$ cat src/rtl/ldst_memc_responder_pkg.sv
// Shared types and defaults for the LD/ST memory-controller responder.
package ldst_memc_responder_pkg;

  localparam int unsigned DefaultAddrWidth = 24;
  localparam int unsigned DefaultDataWidth = 32;
  localparam int unsigned MinRdLat         = 1;
  localparam int unsigned MaxRdLat         = 4;

  typedef enum logic [1:0] {
    StIdle    = 2'd0,
    StWaitDma = 2'd1,
    StGranted = 2'd2,
    StDrain   = 2'd3
  } memc_state_e;

endpackage

$ cat src/rtl/ldst_rd_tracker.sv
// Tracks reads in flight: a valid shift register aligned to bank data, plus an
// outstanding counter that frees a slot when the response leaves the block.
module ldst_rd_tracker
  import ldst_memc_responder_pkg::*;
#(
  parameter int unsigned MEM_RD_LAT      = 2,
  parameter int unsigned MAX_OUTSTANDING = 4,
  localparam int unsigned CntWidth       = $clog2(MAX_OUTSTANDING + 1)
) (
  input  logic                clk,
  input  logic                reset_poweron,
  input  logic                i_rd_accept,
  output logic                o_rd_capture,
  output logic                o_rd_return,
  output logic [CntWidth-1:0] o_outstanding
);

  // One extra stage covers the registered bank strobe ahead of the bank latency.
  logic [MEM_RD_LAT:0]  r_shift;
  logic                 r_return;
  logic [CntWidth-1:0]  r_outstanding;

  always_ff @(posedge clk) begin
    if (reset_poweron) begin
      r_shift       <= '0;
      r_return      <= 1'b0;
      r_outstanding <= '0;
    end else begin
      r_shift  <= {r_shift[MEM_RD_LAT-1:0], i_rd_accept};
      r_return <= r_shift[MEM_RD_LAT];
      unique case ({i_rd_accept, r_return})
        2'b10:   r_outstanding <= r_outstanding + CntWidth'(1);
        2'b01:   r_outstanding <= r_outstanding - CntWidth'(1);
        default: r_outstanding <= r_outstanding;
      endcase
    end
  end

  assign o_rd_capture  = r_shift[MEM_RD_LAT];
  assign o_rd_return   = r_return;
  assign o_outstanding = r_outstanding;

endmodule

$ cat src/rtl/ldst_memc_responder.sv
// Memory-controller side of the SIMD LD/ST port: arbitrates the bank against DMA,
// registers bank strobes and returns read data a fixed latency later, in order.
module ldst_memc_responder
  import ldst_memc_responder_pkg::*;
#(
  parameter int unsigned ADDR_WIDTH      = DefaultAddrWidth,
  parameter int unsigned DATA_WIDTH      = DefaultDataWidth,
  parameter int unsigned MEM_RD_LAT      = 2,
  parameter int unsigned MAX_OUTSTANDING = 4
) (
  input  logic                  clk,
  input  logic                  reset_poweron,
  input  logic                  ldst__memc__request,
  input  logic                  ldst__memc__released,
  input  logic                  ldst__memc__write_valid,
  input  logic [ADDR_WIDTH-1:0] ldst__memc__write_address,
  input  logic [DATA_WIDTH-1:0] ldst__memc__write_data,
  input  logic                  ldst__memc__read_valid,
  input  logic [ADDR_WIDTH-1:0] ldst__memc__read_address,
  input  logic                  dma__memc__busy,
  output logic                  memc__ldst__granted,
  output logic                  memc__ldst__write_ready,
  output logic                  memc__ldst__read_ready,
  output logic [DATA_WIDTH-1:0] memc__ldst__read_data,
  output logic                  memc__ldst__read_data_valid,
  output logic                  memc__ldst__dma_hold,
  output logic                  memc__mem__enable,
  output logic                  memc__mem__write,
  output logic [ADDR_WIDTH-1:0] memc__mem__address,
  output logic [DATA_WIDTH-1:0] memc__mem__write_data,
  input  logic [DATA_WIDTH-1:0] mem__memc__read_data
);

  localparam int unsigned CntWidth = $clog2(MAX_OUTSTANDING + 1);

  memc_state_e           r_state, w_state_next;
  logic                  r_granted;
  logic                  w_wr_accept, w_rd_accept, w_read_ready;
  logic                  w_rd_capture, w_rd_return;
  logic [CntWidth-1:0]   w_outstanding;
  logic                  r_mem_en, r_mem_wr;
  logic [ADDR_WIDTH-1:0] r_mem_addr;
  logic [DATA_WIDTH-1:0] r_mem_wdata;
  logic [DATA_WIDTH-1:0] r_rd_data;

  always_comb begin
    w_state_next = r_state;
    unique case (r_state)
      StIdle: begin
        if (ldst__memc__request) w_state_next = dma__memc__busy ? StWaitDma : StGranted;
      end
      StWaitDma: begin
        if (!ldst__memc__request)  w_state_next = StIdle;
        else if (!dma__memc__busy) w_state_next = StGranted;
      end
      StGranted: begin
        if (ldst__memc__released) w_state_next = StDrain;
      end
      StDrain: begin
        if (w_outstanding == '0) w_state_next = StIdle;
      end
      default: w_state_next = StIdle;
    endcase
  end

  // Grant lags GRANTED entry by a cycle and drops the cycle after a release.
  always_ff @(posedge clk) begin
    if (reset_poweron) begin
      r_state   <= StIdle;
      r_granted <= 1'b0;
    end else begin
      r_state   <= w_state_next;
      r_granted <= (r_state == StGranted) && (w_state_next == StGranted);
    end
  end

  assign w_wr_accept  = ldst__memc__write_valid && r_granted;
  assign w_read_ready = r_granted && !ldst__memc__write_valid &&
                        (w_outstanding < CntWidth'(MAX_OUTSTANDING));
  assign w_rd_accept  = ldst__memc__read_valid && w_read_ready;

  always_ff @(posedge clk) begin
    if (reset_poweron) begin
      r_mem_en    <= 1'b0;
      r_mem_wr    <= 1'b0;
      r_mem_addr  <= '0;
      r_mem_wdata <= '0;
    end else begin
      r_mem_en <= w_wr_accept || w_rd_accept;
      r_mem_wr <= w_wr_accept;
      if (w_wr_accept) begin
        r_mem_addr  <= ldst__memc__write_address;
        r_mem_wdata <= ldst__memc__write_data;
      end else if (w_rd_accept) begin
        r_mem_addr  <= ldst__memc__read_address;
      end
    end
  end

  always_ff @(posedge clk) begin
    if (reset_poweron) begin
      r_rd_data <= '0;
    end else if (w_rd_capture) begin
      r_rd_data <= mem__memc__read_data;
    end
  end

  ldst_rd_tracker #(
    .MEM_RD_LAT      (MEM_RD_LAT),
    .MAX_OUTSTANDING (MAX_OUTSTANDING)
  ) u_rd_tracker (
    .clk           (clk),
    .reset_poweron (reset_poweron),
    .i_rd_accept   (w_rd_accept),
    .o_rd_capture  (w_rd_capture),
    .o_rd_return   (w_rd_return),
    .o_outstanding (w_outstanding)
  );

  assign memc__ldst__granted         = r_granted;
  assign memc__ldst__write_ready     = r_granted;
  assign memc__ldst__read_ready      = w_read_ready;
  assign memc__ldst__read_data       = r_rd_data;
  assign memc__ldst__read_data_valid = w_rd_return;
  assign memc__ldst__dma_hold        = (r_state != StIdle);
  assign memc__mem__enable           = r_mem_en;
  assign memc__mem__write            = r_mem_wr;
  assign memc__mem__address          = r_mem_addr;
  assign memc__mem__write_data       = r_mem_wdata;

endmodule
$ cat config.mk
export PLATFORM = sky130hd
export DESIGN_NAME = ldst_memc_responder
export DESIGN_NICKNAME = d
export VERILOG_FILES = /design/src/rtl/ldst_memc_responder_pkg.sv /design/src/rtl/ldst_rd_tracker.sv /design/src/rtl/ldst_memc_responder.sv
export SDC_FILE = /design/constraint.sdc
export NUM_CORES = 1
export LEC_CHECK = 0
export BUFFER_PORTS_ARGS = -buffer_cell sky130_fd_sc_hd__buf_2
export CORE_ASPECT_RATIO = 0.5
export CORE_UTILIZATION = 27
export CTS_CLUSTER_SIZE = 28
export DETAILED_ROUTE_END_ITERATION = 7
export PLACE_DENSITY = 0.57
export SLEW_MARGIN = 20
export SYNTH_ARGS = -nofsm -noshare
export SYNTH_HDL_FRONTEND = slang
export SYNTH_SLANG_ARGS = --single-unit
export TNS_END_PERCENT = 10
$ cat constraint.sdc
create_clock -name clk -period 3.1 [get_ports clk]
set_input_delay 0.62 -clock clk [delete_from_list [all_inputs] [get_ports clk]]
set_output_delay 0.62 -clock clk [all_outputs]
set_load 0.1 [all_outputs]
==> run metrics, run 1 <==
startpoint type of the worst setup path flip-flop; TritonCTS buffer count 9; CTS sink cnt 100; WHS Endpoint u_rd_tracker.r_shift[2]; DRT iter0 DRCs 179; FF-to-FF setup slack 1210 ps; Hold Vio Cnt, Final 0; Async SR Flop Fraction 0; CTS tree yes; TritonRoute pass-1 iters 6; Netlist cell types 27; Min-Delay Path Depth 1; DIE WIDTH between 150 and 200 µm; CP Class reg2out; hpwl dp slightly below 7000 µm; Worst path max stage delay 450 ps; total wire length 9780 µm; Synth Instances 400; post_cts resized 0; Synth Cell Area 0.00379 mm²; syn_nets 521; initial antenna violation count 0; die height 85.8 µm; Die ar. approximately 0.015 mm²; Initial Util 0.278; syn avg cell area between 9 and 10 µm²; grt total ovfl 0; #FFs+latches synth 100; final worst path period need ~2000 ps; Via density around 4.3; GP Congestion 0.730; worst hold-check path type reg2reg; Warnings, synthesis 0; maximum VDD drop 0.313 mV; Leakage between 0.002 and 0.0025 µW; max frequency approximately 500 MHz; Port Buf Inserts around 210; worst reg2reg path startpoint memc__ldst__granted; Cell Area, Placed around 0.005 mm²; period utilisation layout 0.651; Seq/Total Area, Yosys 0.528; WL/cell 12.3 µm; R2R cell count 8; cell with the largest stage delay on the worst path buf_2; Ports 214; Setup TNS 0 ps; ant diodes 0; CP endpoint kind output pin; Nets 717; Worst-Margin Slew roughly 1000 ps; maximum clock insertion buffer count 2; status finished with violations; H-tree depth 3; hold buffer count at cts 0; worst path cell trace nor3b_4, buf_2; P&R area growth vs syn 38.6%; Fillers ~1,400; most instantiated cells after synthesis dfxtp_1, nand2_1, nor2_1; Slew HR 0.318; end of the worst register-to-register path u_rd_tracker.o_outstanding[2]; vias ~3,400; worst-path fanout max 7; Core Area approximately 0.014 mm²; CTS clk-pin slew, worst paths about 70 ps; Routed Antenna Nets 0; most common cell in the synthesized netlist dfxtp_1; design area 0.00526 mm²; pin count of the biggest net entering global routing 53; gr usage total 0.129; dominant cell type by area after synthesis dfxtp_1; Worst-Skew Late Latency between 300 and 400 ps; first-pass GRT wire length 15,000 µm; Worst Path Required approximately 2500 ps; layout cells sized above 1 0.396; failing checks DRC; RSZ-0062 raised after global routing false; Max Transition Viols Final 0; setup violators final 0; cell row count 30; Residual DRC 1; root buf cell clkbuf_16; vias in the first global route 3,028; Post CTS Setup Buffer Count 0; ranking of synthesized cells by area dfxtp_1, mux2i_1, nand2_1, nor2_1, a221oi_1; Max Cap Viol 0; CP Data Arrival Time 1400 ps; Main synth FF type dfxtp_1; clk_skew 6.34 ps; total power divided by cell area about 500 mW/mm²; HP Start u_rd_tracker.r_shift[1]; Synth top area share 0.528; Post-synth EDFFs 0
layout by cell type (no fill, tap or decap), drive strengths merged:
master,n
or4b,1
nor2,63
inv,5
o21a,1
clkinv,4
nor3b,1
buf,217
nor2b,5
mux2i,56
and2,1
a22oi,1
nand3b,2
clkinvlp,1
nor4b,1
o21ai,1
a221oi,24
o211ai,1
nand2,66
dfxtp,100
or2,1
a21oi,35
clkbuf,9
or3,1
ha,1
fa,1
xor2,2
metal layers:
layer,part of all wire,track usage
met1,0.41,0.144
met2,0.53,0.242
met3,0.039,0.0332
met4,0.014,0.0369
met5,0,0
report_power, final:
part,switching [µW],internal (µW)
combinational,202,92.3
clock,499,550
sequential,9.48,1300
flip-flops by register name, indices dropped and copies added, names as in the netlist:
| name | flops |
|---|---|
| memc__ldst__read_data | 32 |
| memc__mem__write_data | 32 |
| memc__mem__address | 24 |
| u_rd_tracker.o_outstanding | 3 |
| u_rd_tracker.r_shift | 3 |
| r_state | 2 |
| memc__ldst__granted | 1 |
| memc__mem__enable | 1 |
| memc__mem__write | 1 |
| u_rd_tracker.o_rd_return | 1 |
cell type report:
| class | instances | area [µm²] | area share |
|---|---|---|---|
| sequential | 100 | 2000 | 0.381 |
| multi-input combinational | 265 | 1610 | 0.307 |
| timing repair buffer | 217 | 1110 | 0.211 |
| tap | 192 | 240 | 0.0457 |
| clock buffer | 9 | 225 | 0.0428 |
| clock inverter | 7 | 51.3 | 0.00976 |
| inverter | 3 | 11.3 | 0.00214 |
critical path: cells and delay by family (launching register included):
kind                   cells  cell delay (ps)
buffers and inverters      1              450
flip-flops                 1              400
AND/OR/NAND/NOR            1              200
how the worst max path moves through the flow:
stage          cells past startpoint                       endpoint  slack, ps               startpoint
2_1_floorplan                      8  u_rd_tracker.o_outstanding[2]        270      memc__ldst__granted
3_3_place_gp                       9  u_rd_tracker.o_outstanding[2]        950  ldst__memc__write_valid
3_5_place_dp                       9  u_rd_tracker.o_outstanding[2]        910  ldst__memc__write_valid
4_1_cts                            2         memc__ldst__read_ready       1060      memc__ldst__granted
5_1_grt                            2         memc__ldst__read_ready       1030      memc__ldst__granted
6_report                           2         memc__ldst__read_ready       1080      memc__ldst__granted
metrics by stage:
stage	total power (µW)	util	instances	setup WS (ps)	hold slack (ps)
global route	2760	0.386	793	1030	453
finish	2650	0.386	793	1080	435
floorplan	1530	-	400	269	414
CTS	2700	0.386	793	1060	435
detailed placement	1640	0.365	777	910	422
global placement	1630	0.365	777	946	416
cells by family after synthesis:
logic type | after synthesis | synth area share
AOI/OAI and AO/OA | 63 | 0.109
xor gates and xnor gates | 2 | 0.00462
adders and majority gates | 2 | 0.00857
buffers and inverters | 35 | 0.0508
DFF | 100 | 0.528
muxes | 56 | 0.148
and+or+nand+nor | 142 | 0.152
No activity file was read; power rests on OpenSTA's default activity.
==> run 2, diff against run 1 <==
Settings changed: ABC_AREA set to 1, PLACE_DENSITY 0.57 to 0.56.
Clock period 3.1 ns to 1.87 ns, I/O delays scaled along.
==> run 2 against run 1 <==
Net effect:
- die area rose by 8.4%
- first-iteration DRC count fell by 29%
- clock skew fell by 1.1 ps
- core utilization barely moved
- non-clock buffer count rose by 9
- the run now ends clean
- synthesized cell count rose by 45%
- setup slack got worse by 940 ps
- critical endpoint unchanged
- cell count rose by 23%
- sequential share of layout area fell by 2.7 points
==> run metrics, run 2 <==
status finished, final reports clean; Post-synth EDFFs 0 (unchanged); DIE WIDTH 177 µm (+4.1%); Core Area 0.0147 mm² (+7.6%); #FFs+latches synth 100 (unchanged); R2R cell count 11 (+3); Initial Util 0.281 (+0.00234); TritonRoute pass-1 iters 4 (-2); Synth top area share 0.486 (-0.0414); most common cell in the synthesized netlist nor2_1; clk_skew 5.21 ps (-1.13 ps); Main synth FF type dfxtp_1; pre-CTS WS 152 ps (-758 ps); CTS clk-pin slew, worst paths 60 ps (about the same); worst-path fanout max 17 (+10); Hold Vio Cnt, Final 0 (unchanged); CP endpoint kind output pin; Worst Path Required 1500 ps (-980 ps); total power divided by cell area 801 mW/mm² (+59%); worst hold-check path type in2reg; WL met2 5850 µm (+12%); CTS tree yes; max layer used met4; first-pass GRT wire length 18,100 µm (+21%); ant diodes 0 (unchanged); startpoint type of the worst setup path flip-flop; Leakage 0.00302 µW (+32%); Max Transition Viols Final 0 (unchanged); final worst slack 141 ps (-942 ps); syn avg cell area 7.12 µm² (-25%); Min-Delay Path Depth 2 (+1); Worst Hold Margin 206 ps (-230 ps); Residual DRC 0 (-1); maximum VDD drop 0.336 mV (+7.3%); Netlist cell types 22 (-19%); vias in the first global route 3,749 (+24%); total power 4530 µW (+71%); root buf cell clkbuf_16; Worst-Margin Slew 501 ps (-519 ps); CTS sink cnt 100 (unchanged); total wire length 11,800 µm (+20%); gr usage total 0.146 (+0.0177); GP Congestion 0.784 (+7.4%); grt total ovfl 0 (unchanged); vias 4,183 (+22%); period utilisation layout 0.924; final worst path period need 1730 ps; max frequency 579 MHz; pin count of the biggest net entering global routing 51 (-3.8%); RSZ-0062 raised after global routing false; CP Data Arrival Time 1350 ps (-50 ps); Routed Antenna Nets 0 (unchanged); H-tree depth 3 (unchanged); cell row count 31 (+3.3%); Synth Instances 578 (+45%); Die ar. 0.0158 mm² (+8.4%); maximum clock insertion buffer count 2 (unchanged); DRT iter0 DRCs 127 (-29%); Async SR Flop Fraction 0 (unchanged); syn_nets 699 (+34%); CP Class reg2out; Nets 893 (+25%); WL/cell 12.1 µm (-2.1%); commonest non-fill, non-tap cells in the layout buf_2, nor2_1, dfxtp_1; commonest non-fill, non-tap cell in the layout buf_2; Slew HR 0.666 (+0.348); die height 89.3 µm (+4.1%); Seq/Total Area, Yosys 0.486 (-0.0414); hold buffer count at cts 0 (unchanged); setup violators final 0 (unchanged); met1 wire length 5190 µm (+29%); Ports 214 (unchanged); Synth Cell Area 0.00412 mm² (+8.5%); TritonCTS buffer count 9 (unchanged); ranking of synthesized cells by area dfxtp_1, nor2_1, o21ai_0, nand2_1, nand3_1; dominant cell type by area after synthesis dfxtp_1; hpwl dp 8340 µm (+20%); P&R area growth vs syn 37.6%; Worst-Skew Late Latency 340 ps (about the same); Port Buf Inserts 213 (unchanged); Via density 4.29 (-0.54%); layout cells sized above 1 0.318 (-0.0777); initial antenna violation count 0 (unchanged); Warnings, synthesis 0 (unchanged); Detail Route met3 WL 569 µm (+49%); most instantiated cells after synthesis nor2_1, dfxtp_1, nand2_1; Max Cap Viol 0 (unchanged)
-- run 2: layer usage --
layer  vias to the layer above  track usage
met4                         0       0.0439
li1                       2205            -
met5                         -            0
met3                        13       0.0404
met1                      1885        0.173
met2                        80        0.263
-- run 2: path summary, 6_finish.rpt --
kind                                      start                             to  slack (ps)
setup / recovery            memc__ldst__granted         memc__ldst__read_ready         140
hold / removal             ldst__memc__released            memc__ldst__granted         210
setup reg to reg  u_rd_tracker.o_outstanding[2]  u_rd_tracker.o_outstanding[2]         270
hold reg to reg         u_rd_tracker.r_shift[1]        u_rd_tracker.r_shift[2]         410
-- run 2: where the power goes --
group,internal (µW),switching (µW),leakage [µW],total (µW)
clock network,938,794,0.000133,1730
logic,184,435,0.00208,619
registers,2160,19.1,0.000809,2180
-- run 2: final cells by class --
type,instances,area (µm²)
Sequential cell,100,2010
Multi-Input combinational cell,397,1740
Tap cell,198,248
Clock inverter,3,22.5
Timing Repair Buffer,226,1260
Clock buffer,12,246
Fill cell,1590,9000
Inverter,38,143
-- run 2: repair_timing --
item / in CTS / in global routing
buffers inserted: 0 / 1
gates cloned: 0 / 0
endpoints found under the setup margin: 1 / 1
gates resized for setup: 1 / 1
-- run 2: logic make-up after synthesis --
family / count (synthesis) / synth area share
adder cells (fa/ha/maj): 2 / 0.00790
flip-flops: 100 / 0.486
AND/OR/NAND/NOR: 300 / 0.295
AO/OA/AOI/OAI: 95 / 0.116
buffers and inverters: 81 / 0.0948
-- run 2: critical path, stage by stage, from the launching register on --
cell and delay, ps:
dfxtp_4 400, buf_8 170, nor3b_4 240, buf_12 200
-- run 2: stage by stage --
stage | setup TNS, ps | utilization | instance area (µm²) | cells
3_5_place_dp | 0 | 0.367 | 5380 | 958
3_3_place_gp | 0 | 0.367 | 5380 | 958
6_report | 0 | 0.386 | 5660 | 974
4_1_cts | 0 | 0.385 | 5650 | 973
2_1_floorplan | -201 | - | 4140 | 578
5_1_grt | 0 | 0.386 | 5660 | 974
==> run 3, diff against run 2 <==
Settings changed: BUFFER_PORTS_ARGS -buffer_cell sky130_fd_sc_hd__buf_2 to unset, DONT_BUFFER_PORTS set to 1, PLACE_DENSITY 0.56 to 0.44.
==> run 3 against run 2 <==
Net effect:
- combinational power down 19%
- worst hold slack worse by 100 ps
- power down 1.4%
- routed wire length down 4.7%
- via count down 12%
- design area down 7.4%
- global-route usage down 1.0 points
- non-clock buffer count down 121
- largest power group unchanged
==> run metrics, run 3 (synthesis results as in run 2) <==
CTS clk-pin slew, worst paths 60 ps (about the same); CP Class reg2out; CTS sink cnt 100 (unchanged); gr usage total 0.136 (-0.0101); Nets 772 (-14%); Slew HR 0.638 (-0.0282); pin count of the biggest net entering global routing 52 (+2.0%); worst path cell trace buf_4; Residual DRC 0 (unchanged); Leakage 0.00252 µW (-17%); flip-flop and latch area 0.00201 mm² (unchanged); total wire length 11,200 µm (-4.7%); commonest non-fill, non-tap cells in the layout nor2_1, buf_4, dfxtp_1; GP Congestion 0.720 (-8.1%); Port Buf Inserts 0 (-100%); max frequency 619 MHz (+7.1%); TritonCTS buffer count 9 (unchanged); Post-Layout Cell Count 853 (-12%); Post CTS Setup Buffer Count 0 (unchanged); Max Transition Viols Final 0 (unchanged); worst-path fanout max 8 (-9); switching power share of the total 0.267 (-0.00794); design area 0.00525 mm² (-7.4%); grt total ovfl 0 (unchanged); Global Route met3 Usage 0.0476 (+0.00723); Sw Pwr 1190 µW (-4.2%); Initial Util 0.281 (unchanged); Hold Vio Cnt, Final 0 (unchanged); total power divided by cell area 852 mW/mm² (+6.4%); maximum clock insertion buffer count 2 (unchanged); setup violators final 0 (unchanged); Worst Path Required 1500 ps (about the same); Flop pwr share 0.487 (+0.006); status finished, final reports clean; vias in the first global route 3,283 (-12%); cell row count 31 (unchanged); area of the multi-input gates 0.00174 mm² (unchanged); family with the most delay on the worst path buffers and inverters; vias 3,687 (-12%); worst hold-check path type in2reg; Gate power share 0.112 (-0.025); Max Cap Viol 0 (unchanged); initial antenna violation count 0 (unchanged); WL/cell 13.1 µm (+8.8%); Worst-Skew Late Latency 330 ps (about the same); Core Area 0.0147 mm² (unchanged); post_cts resized 0 (-1); hold buffer count at cts 0 (unchanged); ant diodes 0 (unchanged); H-tree depth 3 (unchanged); Worst path max stage delay 490 ps (+90 ps); commonest non-fill, non-tap cell in the layout nor2_1; GRT Max-Usage Layer met2; clk_skew 6.22 ps (+1.01 ps); RSZ-0062 raised after global routing false; P_int 3280 µW (-0.32%); CTS tree yes; DIE WIDTH 177 µm (unchanged); startpoint type of the worst setup path flip-flop; Cell Area, Placed 0.00496 mm² (-7.8%); hpwl dp 7660 µm (-8.2%); DRT iter0 DRCs 147 (+16%); GRT met1 Usage 0.165 (-0.00739); maximum VDD drop 0.396 mV (+18%); cell with the largest stage delay on the worst path buf_4; CP endpoint kind output pin; first-pass GRT wire length 16,600 µm (-8.3%); Die ar. 0.0158 mm² (unchanged); Worst-Margin Slew 548 ps (+46.9 ps); P&R area growth vs syn 27.4%; Clock Power Share 0.402 (+0.020); Routed Antenna Nets 0 (unchanged); layout cells sized above 1 0.195 (-0.123); GR Util met2 0.232 (-0.0310); final worst path period need 1610 ps (-114 ps); die height 89.3 µm (unchanged); period utilisation layout 0.863 (-0.0611); TritonRoute pass-1 iters 4 (unchanged); Via density 4.32 (+0.65%); DP Cell Count 838 (-13%); Worst Hold Margin 101 ps (-104 ps); root buf cell clkbuf_16; Ports 214 (unchanged); WP buf/inv 1 (-1); CP Data Arrival Time 1240 ps (-110 ps); Fillers 1,623 (+2.1%); Setup TNS 0 ps (unchanged)
## run 3: cell count changes in the layout (fill, tap and decap cells not counted), sizes merged
| cell | before | now |
|---|---|---|
| inv | 39 | 38 |
| buf | 226 | 105 |
| clkinvlp | 0 | 1 |
## run 3: per-stage QoR
| stage | total power (µW) | utilization | setup WS (ps) |
|---|---|---|---|
| after floorplan | 2660 | - | -184 |
| after global placement | 2720 | 0.338 | 334 |
| after detailed placement | 2730 | 0.338 | 288 |
| after CTS | 4550 | 0.358 | 232 |
| after global routing | 4680 | 0.358 | 130 |
| final | 4470 | 0.358 | 256 |
## run 3: per-layer routing
layer / vias up / part of all wire
met5: - / 0
met4: 0 / 0.011
met3: 12 / 0.069
met2: 105 / 0.47
met1: 1611 / 0.45
li1: 1959 / -
## run 3: cell type report
class	instances	share of cell area
repair buffers	105	0.157
well taps	198	0.0472
multi-input cells	397	0.331
clock inverters	3	0.00405
flip-flops and latches	100	0.383
clock buffers	12	0.0508
inverters	38	0.0272
## run 3: worst paths after layout
path                                               startpoint                             to  slack, ps  depth (start not counted)
worst max register to register  u_rd_tracker.o_outstanding[2]  u_rd_tracker.o_outstanding[2]        290                         11
worst min-delay path                            reset_poweron       u_rd_tracker.o_rd_return        100                          1
worst min register to register        u_rd_tracker.r_shift[0]        u_rd_tracker.r_shift[1]        410                          2
worst max-delay path                      memc__ldst__granted            memc__ldst__granted        260                          1
## run 3: power groups by stage
stage	logic [µW]	registers (µW)	clock network, µW
after floorplan	196	2460	0
after global placement	500	2220	0
after detailed placement	503	2230	0
after CTS	504	2180	1870
after global routing	535	2180	1970
final	499	2180	1800
